===== src/rtl/ipsxe_fft_sreg_delay_ctrl_if.sv =====
// Sample-stream, configuration and delay-line control bundle for the FFT
// shift-register delay controller. The master side is the stage driving
// samples and depth requests. The slave side is the controller.
interface ipsxe_fft_sreg_delay_ctrl_if #(
  parameter int unsigned CNT_WIDTH  = 5,
  parameter int unsigned ADDR_WIDTH = 4
);
  logic                  cfg_valid;
  logic [CNT_WIDTH-1:0]  cfg_depth;
  logic                  cfg_ready;
  logic                  cfg_err;
  logic                  flush;
  logic                  s_valid;
  logic                  s_ready;
  logic                  sreg_clken;
  logic [ADDR_WIDTH-1:0] sreg_addr;
  logic                  m_valid;
  logic [CNT_WIDTH-1:0]  fill_cnt;
  logic                  busy;

  modport master (
    output cfg_valid, cfg_depth, flush, s_valid,
    input  cfg_ready, cfg_err, s_ready, sreg_clken, sreg_addr, m_valid, fill_cnt, busy
  );

  modport slave (
    input  cfg_valid, cfg_depth, flush, s_valid,
    output cfg_ready, cfg_err, s_ready, sreg_clken, sreg_addr, m_valid, fill_cnt, busy
  );
endinterface


===== src/rtl/ipsxe_fft_sreg_delay_ctrl.sv =====
// Sequencer for one dynamic-latency FFT delay line. It holds the programmed
// depth, gates the shift enable from the input stream, and counts the fill
// level. It flags delayed samples as valid once the line is primed.
module ipsxe_fft_sreg_delay_ctrl #(
  parameter int unsigned MAX_DEPTH  = 14,
  parameter int unsigned ADDR_WIDTH = 4,
  parameter int unsigned CNT_WIDTH  = 5
) (
  input  logic                          clk,
  input  logic                          rst_n,
  ipsxe_fft_sreg_delay_ctrl_if.slave    bus
);

  typedef enum logic [1:0] {
    ST_IDLE  = 2'd0,
    ST_RECFG = 2'd1,
    ST_FILL  = 2'd2,
    ST_RUN   = 2'd3
  } state_t;

  localparam logic [CNT_WIDTH-1:0] MAX_D = CNT_WIDTH'(MAX_DEPTH);
  localparam logic [CNT_WIDTH-1:0] ONE   = CNT_WIDTH'(1);

  state_t                state_q, state_d;
  logic [CNT_WIDTH-1:0]  depth_q, depth_d;
  logic [CNT_WIDTH-1:0]  fill_q, fill_d;
  logic [ADDR_WIDTH-1:0] addr_q, addr_d;
  logic                  m_valid_q, m_valid_d;
  logic                  cfg_err_q, cfg_err_d;

  logic                  s_ready;
  logic                  cfg_ready;
  logic                  acc;
  logic                  cfg_hs;
  logic                  cfg_legal;
  logic [CNT_WIDTH-1:0]  fill_inc;

  // Handshake readiness is a pure state decode, so it has no input-to-output path.
  always_comb begin
    s_ready   = 1'b0;
    cfg_ready = 1'b0;
    unique case (state_q)
      ST_IDLE:  cfg_ready = 1'b1;
      ST_RECFG: ;
      ST_FILL,
      ST_RUN: begin
        s_ready   = 1'b1;
        cfg_ready = 1'b1;
      end
      default: ;
    endcase
  end

  assign acc       = bus.s_valid & s_ready;
  assign cfg_hs    = bus.cfg_valid & cfg_ready;
  assign cfg_legal = (bus.cfg_depth != '0) && (bus.cfg_depth <= MAX_D);
  assign fill_inc  = fill_q + ONE;

  // Next-state logic. Priority order: legal config, then flush, then fill update.
  // A coincident accept still shifts the line. Its output validity uses the old
  // fill level and depth. The refill after config or flush then discards it.
  always_comb begin
    state_d   = state_q;
    depth_d   = depth_q;
    fill_d    = fill_q;
    addr_d    = addr_q;
    m_valid_d = acc & (fill_q >= depth_q);
    cfg_err_d = cfg_hs & ~cfg_legal;
    if (cfg_hs && cfg_legal) begin
      state_d = ST_RECFG;
      depth_d = bus.cfg_depth;
      addr_d  = ADDR_WIDTH'(bus.cfg_depth - ONE);
      fill_d  = '0;
    end else begin
      unique case (state_q)
        ST_IDLE:  ;
        ST_RECFG: state_d = ST_FILL;
        ST_FILL,
        ST_RUN: begin
          if (bus.flush) begin
            fill_d  = '0;
            state_d = ST_FILL;
          end else if (acc && (state_q == ST_FILL)) begin
            fill_d = fill_inc;
            if (fill_inc == depth_q) begin
              state_d = ST_RUN;
            end
          end
        end
        default: ;
      endcase
    end
  end

  // State and registered outputs. Reset is asynchronous.
  always_ff @(posedge clk or negedge rst_n) begin
    if (!rst_n) begin
      state_q   <= ST_IDLE;
      depth_q   <= '0;
      fill_q    <= '0;
      addr_q    <= '0;
      m_valid_q <= 1'b0;
      cfg_err_q <= 1'b0;
    end else begin
      state_q   <= state_d;
      depth_q   <= depth_d;
      fill_q    <= fill_d;
      addr_q    <= addr_d;
      m_valid_q <= m_valid_d;
      cfg_err_q <= cfg_err_d;
    end
  end

  assign bus.s_ready    = s_ready;
  assign bus.cfg_ready  = cfg_ready;
  assign bus.sreg_clken = acc;
  assign bus.sreg_addr  = addr_q;
  assign bus.m_valid    = m_valid_q;
  assign bus.cfg_err    = cfg_err_q;
  assign bus.fill_cnt   = fill_q;
  assign bus.busy       = (state_q != ST_IDLE);

endmodule

===== src/flat_wrapper.sv =====
// flat-port wrapper written by rule: the top's interface ports become plain ports
module ipsxe_fft_sreg_delay_ctrl_flat 
#(
  parameter int unsigned MAX_DEPTH  = 14,
  parameter int unsigned ADDR_WIDTH = 4,
  parameter int unsigned CNT_WIDTH  = 5
)
  (clk, rst_n, bus_cfg_valid, bus_cfg_depth, bus_flush, bus_s_valid, bus_cfg_ready, bus_cfg_err, bus_s_ready, bus_sreg_clken, bus_sreg_addr, bus_m_valid, bus_fill_cnt, bus_busy);
  ipsxe_fft_sreg_delay_ctrl_if #(.CNT_WIDTH(CNT_WIDTH), .ADDR_WIDTH(ADDR_WIDTH)) bus_i ();
  input  logic clk;
  input  logic rst_n;
  input wire logic [$bits(bus_i.cfg_valid)-1:0] bus_cfg_valid;
  input wire logic [$bits(bus_i.cfg_depth)-1:0] bus_cfg_depth;
  input wire logic [$bits(bus_i.flush)-1:0] bus_flush;
  input wire logic [$bits(bus_i.s_valid)-1:0] bus_s_valid;
  output wire logic [$bits(bus_i.cfg_ready)-1:0] bus_cfg_ready;
  output wire logic [$bits(bus_i.cfg_err)-1:0] bus_cfg_err;
  output wire logic [$bits(bus_i.s_ready)-1:0] bus_s_ready;
  output wire logic [$bits(bus_i.sreg_clken)-1:0] bus_sreg_clken;
  output wire logic [$bits(bus_i.sreg_addr)-1:0] bus_sreg_addr;
  output wire logic [$bits(bus_i.m_valid)-1:0] bus_m_valid;
  output wire logic [$bits(bus_i.fill_cnt)-1:0] bus_fill_cnt;
  output wire logic [$bits(bus_i.busy)-1:0] bus_busy;
  assign bus_i.cfg_valid = bus_cfg_valid;
  assign bus_i.cfg_depth = bus_cfg_depth;
  assign bus_i.flush = bus_flush;
  assign bus_i.s_valid = bus_s_valid;
  assign bus_cfg_ready = bus_i.cfg_ready;
  assign bus_cfg_err = bus_i.cfg_err;
  assign bus_s_ready = bus_i.s_ready;
  assign bus_sreg_clken = bus_i.sreg_clken;
  assign bus_sreg_addr = bus_i.sreg_addr;
  assign bus_m_valid = bus_i.m_valid;
  assign bus_fill_cnt = bus_i.fill_cnt;
  assign bus_busy = bus_i.busy;
  ipsxe_fft_sreg_delay_ctrl #(.MAX_DEPTH(MAX_DEPTH), .ADDR_WIDTH(ADDR_WIDTH), .CNT_WIDTH(CNT_WIDTH)) u_core (.clk(clk), .rst_n(rst_n), .bus(bus_i));
endmodule

===== config.mk =====
export PLATFORM = sky130hd
export DESIGN_NAME = ipsxe_fft_sreg_delay_ctrl_flat
export DESIGN_NICKNAME = d
export VERILOG_FILES = /design/src/rtl/ipsxe_fft_sreg_delay_ctrl_if.sv /design/src/rtl/ipsxe_fft_sreg_delay_ctrl.sv /design/src/flat_wrapper.sv
export SDC_FILE = /design/constraint.sdc
export NUM_CORES = 1
export LEC_CHECK = 0
export CAP_MARGIN = 20
export CORE_MARGIN = 1
export CORE_UTILIZATION = 45
export CTS_CLUSTER_DIAMETER = 150
export DETAILED_ROUTE_END_ITERATION = 7
export PLACE_DENSITY_LB_ADDON = 0.25
export SETUP_SLACK_MARGIN = 0.15
export SLEW_MARGIN = 5
export SYNTH_ARGS = -nofsm -noshare
export SYNTH_HDL_FRONTEND = slang
export SYNTH_SLANG_ARGS = --single-unit
export TNS_END_PERCENT = 20

===== constraint.sdc =====
create_clock -name clk -period 2.6 [get_ports clk]
set_input_delay 0.52 -clock clk [delete_from_list [all_inputs] [get_ports clk]]
set_output_delay 0.52 -clock clk [all_outputs]
set_load 0.02 [all_outputs]

# After elaboration in Yosys (flattened, before gate mapping)
# Cells that the tools add are included.
# word_totals
ff_bits,18
latchBits,0
ram_bits,0
mem_bits_ro,0
in_bits,10
out_inout_bits,15
elab_cells,45
n_memories,0
# classes
addsub,2
mul,0
div,0
n_lt_le_gt_ge,2
eq_ne,6
shift,0
mux,11
bitwise_logic,5
reduce_logical,13
# op_table
operator,n
two-way mux 5 bit,4
two-way mux 2 bit,4
"!= test 4 x 2 -> 1 bit, second input constant",2
nonzero test 3 bit,2
"adder 5 x 1 -> 5 bit, second input constant",1
equality test 5 bit,1
greater-or-equal comparator 5 bit,1
"<= comparator 5 x 4 -> 1 bit, second input constant",1
nonzero test 5 bit,1
AND 1 bit,4
"equality test 2 bit, second input constant",2
one-hot mux 2 bit (2 select lines),1
nonzero test 2 bit,2
"subtractor 4 x 1 -> 4 bit, second input constant",1
logical AND 1 bit,3
AND reduction 3 bit,1
OR reduction 3 bit,1
"equality test 2 x 1 -> 1 bit, second input constant",1
zero test 2 bit,1
two-way mux 1 bit,2
AND reduction 2 bit,1
OR reduction 2 bit,1
inverter 1 bit,1

# Logic depth before layout (Yosys ltp)
# Gate-level depths: netlist of run 1.
# logic_depth
depth_word,9
mapped_depth,7
depth_no_buf,6

# Worst setup path before layout of run 1
# Ideal clock, no wire load.
# synth_path
path_kind,in2reg
start,in bus_cfg_depth[0]
end,reg u_core.addr_q[2] (netlist: u_core.bus.sreg_addr[2])
setup_time_ns,0.125
arrival_ns,1.799
required_time_ns,2.475
setup_slack_ns,0.675
cell_stages,7
n_path_buf,1
cell_sequence,inv_1 -> ha_1 -> and4b_1 -> a211oi_2 -> and3_1 -> buf_6 -> mux2_4
# synth_between
elab_chain_len,3
# synth_lines
item,line,source
"start, declared",flat_wrapper.sv:13,input wire logic [$bits(bus_i.cfg_depth)-1:0] bus_cfg_depth;
<= comparator 5 x 4 -> 1 bit / nonzero test 5 bit (equally long branches),ipsxe_fft_sreg_delay_ctrl.sv:56,assign cfg_legal = (bus.cfg_depth != '0) && (bus.cfg_depth <= MAX_D);
logical AND 1 bit,ipsxe_fft_sreg_delay_ctrl.sv:56,
logical AND 1 bit,ipsxe_fft_sreg_delay_ctrl.sv:69,if (cfg_hs && cfg_legal) begin
"end signal, assigned",ipsxe_fft_sreg_delay_ctrl.sv:108,addr_q <= addr_d;
"end, declared",ipsxe_fft_sreg_delay_ctrl.sv:27,"logic [ADDR_WIDTH-1:0] addr_q, addr_d;"
# Parallel ways exist; a longest one is shown, timed or not.
# A chain may end at the register's enable or synchronous reset.

# Worst setup path in the final report of run 1
# layout_path
start,in bus_s_valid
end,out bus_sreg_clken
# layout_between
elab_chain_len,1
# layout_lines
item,line,source
"start, declared",flat_wrapper.sv:15,input wire logic [$bits(bus_i.s_valid)-1:0] bus_s_valid;
AND 1 bit,ipsxe_fft_sreg_delay_ctrl.sv:54,assign acc = bus.s_valid & s_ready;
"end, declared",flat_wrapper.sv:19,output wire logic [$bits(bus_i.sreg_clken)-1:0] bus_sreg_clken;
# No other way between the ends.

==> results of run 1 <==
==> state kept, by name (all words and copies together) (netlist names) <==
name and cells:
u_core.bus.cfg_err 1, u_core.bus.fill_cnt 5, u_core.bus.m_valid 1, u_core.bus.sreg_addr 4
u_core.depth_q 5, u_core.state_q 2
==> final cells by class <==
class | instances | area, µm²
Clock buffer | 3 | 22.5
Sequential cell | 18 | 450
Tap cell | 28 | 35.0
Fill cell | 211 | 865
Timing Repair Buffer | 25 | 248
Multi-Input combinational cell | 75 | 604
Inverter | 8 | 30.0
==> synthesized netlist by cell type (3+ instances only) <==
master     n  area share (%)
nor2_1    10             3.4
xor2_1     5             4.0
nand3b_1   3             2.0
nand3_1    3             1.4
a21oi_1    6             2.7
inv_1      8             2.7
mux2_4     3             4.1
mux2_2     3             3.1
ha_1       9              10
o21ai_0    5             2.3
dfrtp_1   18              41
==> metal layers <==
metal | global-route usage [%] | part of all wire, % | vias up
met5 | 0 | 0 | -
li1 | - | - | 414
met1 | 26.3 | 51 | 379
met4 | 6.76 | 0.79 | 0
met3 | 3.57 | 2.7 | 2
met2 | 29.7 | 46 | 16
==> critical path, stage by stage <==
cell and delay, ns:
clkdlybuf4s50_1 0.53, and2_1 0.21, clkdlybuf4s50_1 0.62
==> cells by family (layout without fill, tap and decap cells) <==
kind of cell,Yosys count,in the layout,synth area share [%]
and+or+nand+nor,33,33,19.6
AOI/OAI and AO/OA,18,18,10.6
DFF,18,18,41.0
buffers and inverters,10,36,4.10
adders and majority gates,9,9,10.2
muxes,8,8,8.99
xor gates and xnor gates,7,7,5.57
==> power by group through the flow <==
stage	clock network (mW)	registers (mW)	logic, mW
2_1_floorplan	0	0.400	0.172
3_3_place_gp	0	0.377	0.325
3_5_place_dp	0	0.378	0.330
4_1_cts	0.142	0.374	0.333
5_1_grt	0.156	0.381	0.361
6_report	0.136	0.373	0.328
==> stage by stage <==
stage / util [%] / cells / power (mW) / cell area [µm²]
3_3_place_gp: 60.7 / 154 / 0.702 / 1370
4_1_cts: 61.7 / 157 / 0.848 / 1390
5_1_grt: 61.7 / 157 / 0.898 / 1390
3_5_place_dp: 60.7 / 154 / 0.709 / 1370
2_1_floorplan: - / 103 / 0.572 / 1100
6_report: 61.7 / 157 / 0.838 / 1390
==> worst paths after layout <==
| path | start | to | slack [ns] | cells after the start |
|---|---|---|---|---|
| max | bus_s_valid | bus_sreg_clken | 0.20 | 3 |
| max in group asynchronous | rst_n | u_core.bus.sreg_addr[2] | 1.40 | 1 |
| min reg2reg | u_core.bus.sreg_addr[3] | u_core.bus.sreg_addr[3] | 0.53 | 1 |
| min in group asynchronous | rst_n | u_core.bus.m_valid | 0.70 | 1 |
| min | u_core.bus.sreg_addr[3] | u_core.bus.sreg_addr[3] | 0.53 | 1 |
| max reg2reg | u_core.bus.fill_cnt[0] | u_core.state_q[0] | 0.94 | 4 |
==> results_dict.tcl, run 1 <==
set metrics [dict create \
    yosysWarningCount 0 \
    hold_viol_final 0 \
    layout.nets 150 \
    clockPowerShare_pct 16.2 \
    dieArea_um2 2650 \
    wl_um 2150 \
    routedWlPerCell_um 13.7 \
    hp-class "reg2reg" \
    tightest_slew_ns 0.817 \
    setup_viol 0 \
    cts_tree "done" \
    syn_inst 103 \
    num_rows 17 \
    synth_area_um2 1100 \
    drive_gt1_share_pct 13.2 \
    synth_ff_type "dfrtp_1" \
    worst_ep_required_time_ns 2.08 \
    postCtsSetupBuffers 0 \
    synth_cell_types 36 \
    maxSlewViolCount 0 \
    num_antenna_cells 0 \
    ant_nets 0 \
    max-vdd-ir-drop_v 0.000346 \
    finalCriticalPeriod_ns 2.40 \
    io_pins 25 \
    rsz0062_at_grt "false" \
    final_common_cell "clkdlybuf4s50_1" \
    ctsLongestPathBuffers 2 \
    syn-num-nets 122 \
    layout_setup_ws_ns 0.200 \
    p_seq_share_pct 44.6 \
    fin_worst_skew_ns 0.000962 \
    maxCapViolCount 0 \
    path_clk_slew_ns 0.10 \
    area_delta_synth_final_pct 26.4 \
    final.setup.tns_ns 0 \
    powerDensity_nw_per_um2 603 \
    antenna_found_initial 0 \
    dp_slack_ns 0.105 \
    initial_core_util_pct 48.8 \
    synth_edf_count 0 \
    h-tree-depth 1 \
    overflow 0 \
    final_cell_mix "clkdlybuf4s50_1, dfrtp_1, nor2_1" \
    p_sw_mw 0.282 \
    die_x_um 51.4 \
    drt_iter0_drc 15 \
    sw_frac_of_total_pct 33.7 \
    ctsHoldBuffers 0 \
    grt_pass1_wl_um 3680 \
    cts_root_buf "clkbuf_4" \
    p_leak_nw 0.639 \
    async_flop_share_pct 100 \
    route.detailed.drc 0 \
    die_h_um 51.4 \
    avgSynthCellArea_um2 10.7 \
    worstPathArrival_ns 1.88 \
    crit_type "in2out" \
    first_pass_iters 4 \
    yosysSeqAreaShare_pct 41.0 \
    cts.sinks 18 \
    grt_pass1_vias 808 \
    startpoint_type "input port" \
    place_hpwl_um 1630 \
    track_usage_pct 19.1 \
    viasPerCell 5.17 \
    maxSlewHeadroom_pct 45.4 \
    cts-resized-gates 0 \
    numCtsBuffers 3 \
    end_kind "output pin" \
    port_buffers 24 \
    outcome "completed" \
    clk_latency_ns 0.28 \
    gp_congestion 0.823 \
    crit_fanout 4 \
    synth_seq_cells 18 \
    whs_ns 0.532 \
    max_freq_ghz 0.417 \
    grt_max_degree 19 \
    core_area_um2 2250 \
    p_int_mw 0.555 \
    vias 811 \
    pwr-share-comb_pct 39.2 \
    fin_crit_sh_pct 92.3 \
]
(Power assumes the default switching activity.)
==> run 2, diff against run 1 <==
--- a/config.mk
+++ b/config.mk
@@ -6,7 +6,8 @@
 export NUM_CORES = 1
 export LEC_CHECK = 0
 export CAP_MARGIN = 20
-export CORE_MARGIN = 1
+export CORE_ASPECT_RATIO = 0.7
+export CORE_MARGIN = 10
 export CORE_UTILIZATION = 45
 export CTS_CLUSTER_DIAMETER = 150
 export DETAILED_ROUTE_END_ITERATION = 7
==> results_dict.tcl, run 2 (synthesis gave the netlist of run 1 again) <==
set metrics [dict create \
    drive_gt1_share_pct 13.8 \
    vias 839 \
    ctsHoldBuffers 0 \
    final_cell_mix "clkdlybuf4s50_1, dfrtp_1, nor2_1" \
    grt_pass1_wl_um 4260 \
    die_h_um 61.4 \
    area_delta_synth_final_pct 27.8 \
    maxCapViolCount 0 \
    whs_ns 0.524 \
    num_antenna_cells 0 \
    crit_type "in2reg" \
    routedWlPerCell_um 15.5 \
    setup_viol 0 \
    tightest_slew_ns 0.806 \
    initial_core_util_pct 49.1 \
    power_mw 0.850 \
    overflow 0 \
    cts_root_buf "clkbuf_4" \
    cts-resized-gates 0 \
    postCtsSetupBuffers 0 \
    rsz0062_at_grt "false" \
    worstPathArrival_ns 2.36 \
    path_clk_slew_ns 0.10 \
    route.detailed.drc 0 \
    maxSlewViolCount 0 \
    fin_worst_skew_ns 0.00115 \
    stdcell_count 162 \
    finalCriticalPeriod_ns 2.17 \
    grt_pass1_vias 851 \
    hp-class "reg2reg" \
    numCtsBuffers 3 \
    wl_um 2510 \
    p_leak_nw 0.658 \
    final.setup.tns_ns 0 \
    worst_ep_required_time_ns 2.79 \
    gp_congestion 0.802 \
    io_pins 25 \
    crit_fanout 7 \
    layout.nets 151 \
    track_usage_pct 11.3 \
    fin_crit_sh_pct 83.4 \
    powerDensity_nw_per_um2 605 \
    ctsLongestPathBuffers 2 \
    viasPerCell 5.18 \
    port_buffers 24 \
    die_x_um 79.1 \
    end_kind "register" \
    grt_max_degree 19 \
    max-vdd-ir-drop_v 0.000437 \
    ant_nets 0 \
    outcome "completed" \
    drt_iter0_drc 19 \
    cts_tree "done" \
    first_pass_iters 4 \
    antenna_found_initial 0 \
    clk_latency_ns 0.29 \
    maxSlewHeadroom_pct 46.1 \
    max_freq_ghz 0.461 \
    final_common_cell "clkdlybuf4s50_1" \
    h-tree-depth 1 \
    num_rows 14 \
    startpoint_type "input port" \
    cts.sinks 18 \
    fill_cells 206 \
    post-place-cells 159 \
    dieArea_um2 4850 \
    hold_viol_final 0 \
    core_area_um2 2240 \
    place_hpwl_um 2000 \
]
==> run 2: power by group <==
group / internal (mW) / leakage, nW / switching [mW]
combinational: 0.176 / 0.416 / 0.162
sequential: 0.327 / 0.228 / 0.0457
clock: 0.0540 / 0.0138 / 0.0849
total: 0.557 / 0.658 / 0.293
==> run 2: routing by layer <==
metal | track usage, % | vias up | wire length, µm
met1 | 14.8 | 396 | 1240
li1 | - | 415 | -
met5 | 0 | - | 0
met2 | 17.0 | 26 | 1080
met4 | 3.05 | 0 | 19
met3 | 4.51 | 2 | 163
==> run 2: cell type report <==
class	instances	area (µm²)	share of cell area (%)
sequential	18	450	32.1
multi-input combinational	75	604	43.0
inverter	8	30.0	2.14
tap	32	40.0	2.85
clock buffer	3	22.5	1.60
timing repair buffer	26	258	18.3
==> run 2: metrics by stage <==
step                utilization [%]  cell area [µm²]  setup slack [ns]
floorplan                         -             1100             0.675
global placement               61.6             1380             0.211
detailed placement             61.6             1380             0.117
CTS                            62.6             1400             0.184
global route                   62.7             1410             0.274
finish                         62.7             1410             0.432
==> run 2: worst paths after layout <==
| kind | slack [ns] | start | to | depth (start not counted) |
|---|---|---|---|---|
| worst max-delay path | 0.43 | bus_cfg_depth[0] | u_core.depth_q[0] | 8 |
| worst min-delay path | 0.52 | u_core.depth_q[0] | u_core.depth_q[0] | 1 |
| worst max register to register | 0.90 | u_core.bus.fill_cnt[0] | u_core.state_q[0] | 4 |
| worst min register to register | 0.52 | u_core.depth_q[0] | u_core.depth_q[0] | 1 |
| max in group asynchronous | 1.42 | rst_n | u_core.bus.fill_cnt[1] | 1 |
| min in group asynchronous | 0.68 | rst_n | u_core.bus.fill_cnt[2] | 1 |
==> run 2: critical path, cell delays in order <==
cell and delay, ns:
clkdlybuf4s50_1 0.45, inv_1 0.14, ha_1 0.15, and4b_1 0.19
a211oi_2 0.24, buf_4 0.16, nand3_2 0.19, mux2_2 0.32
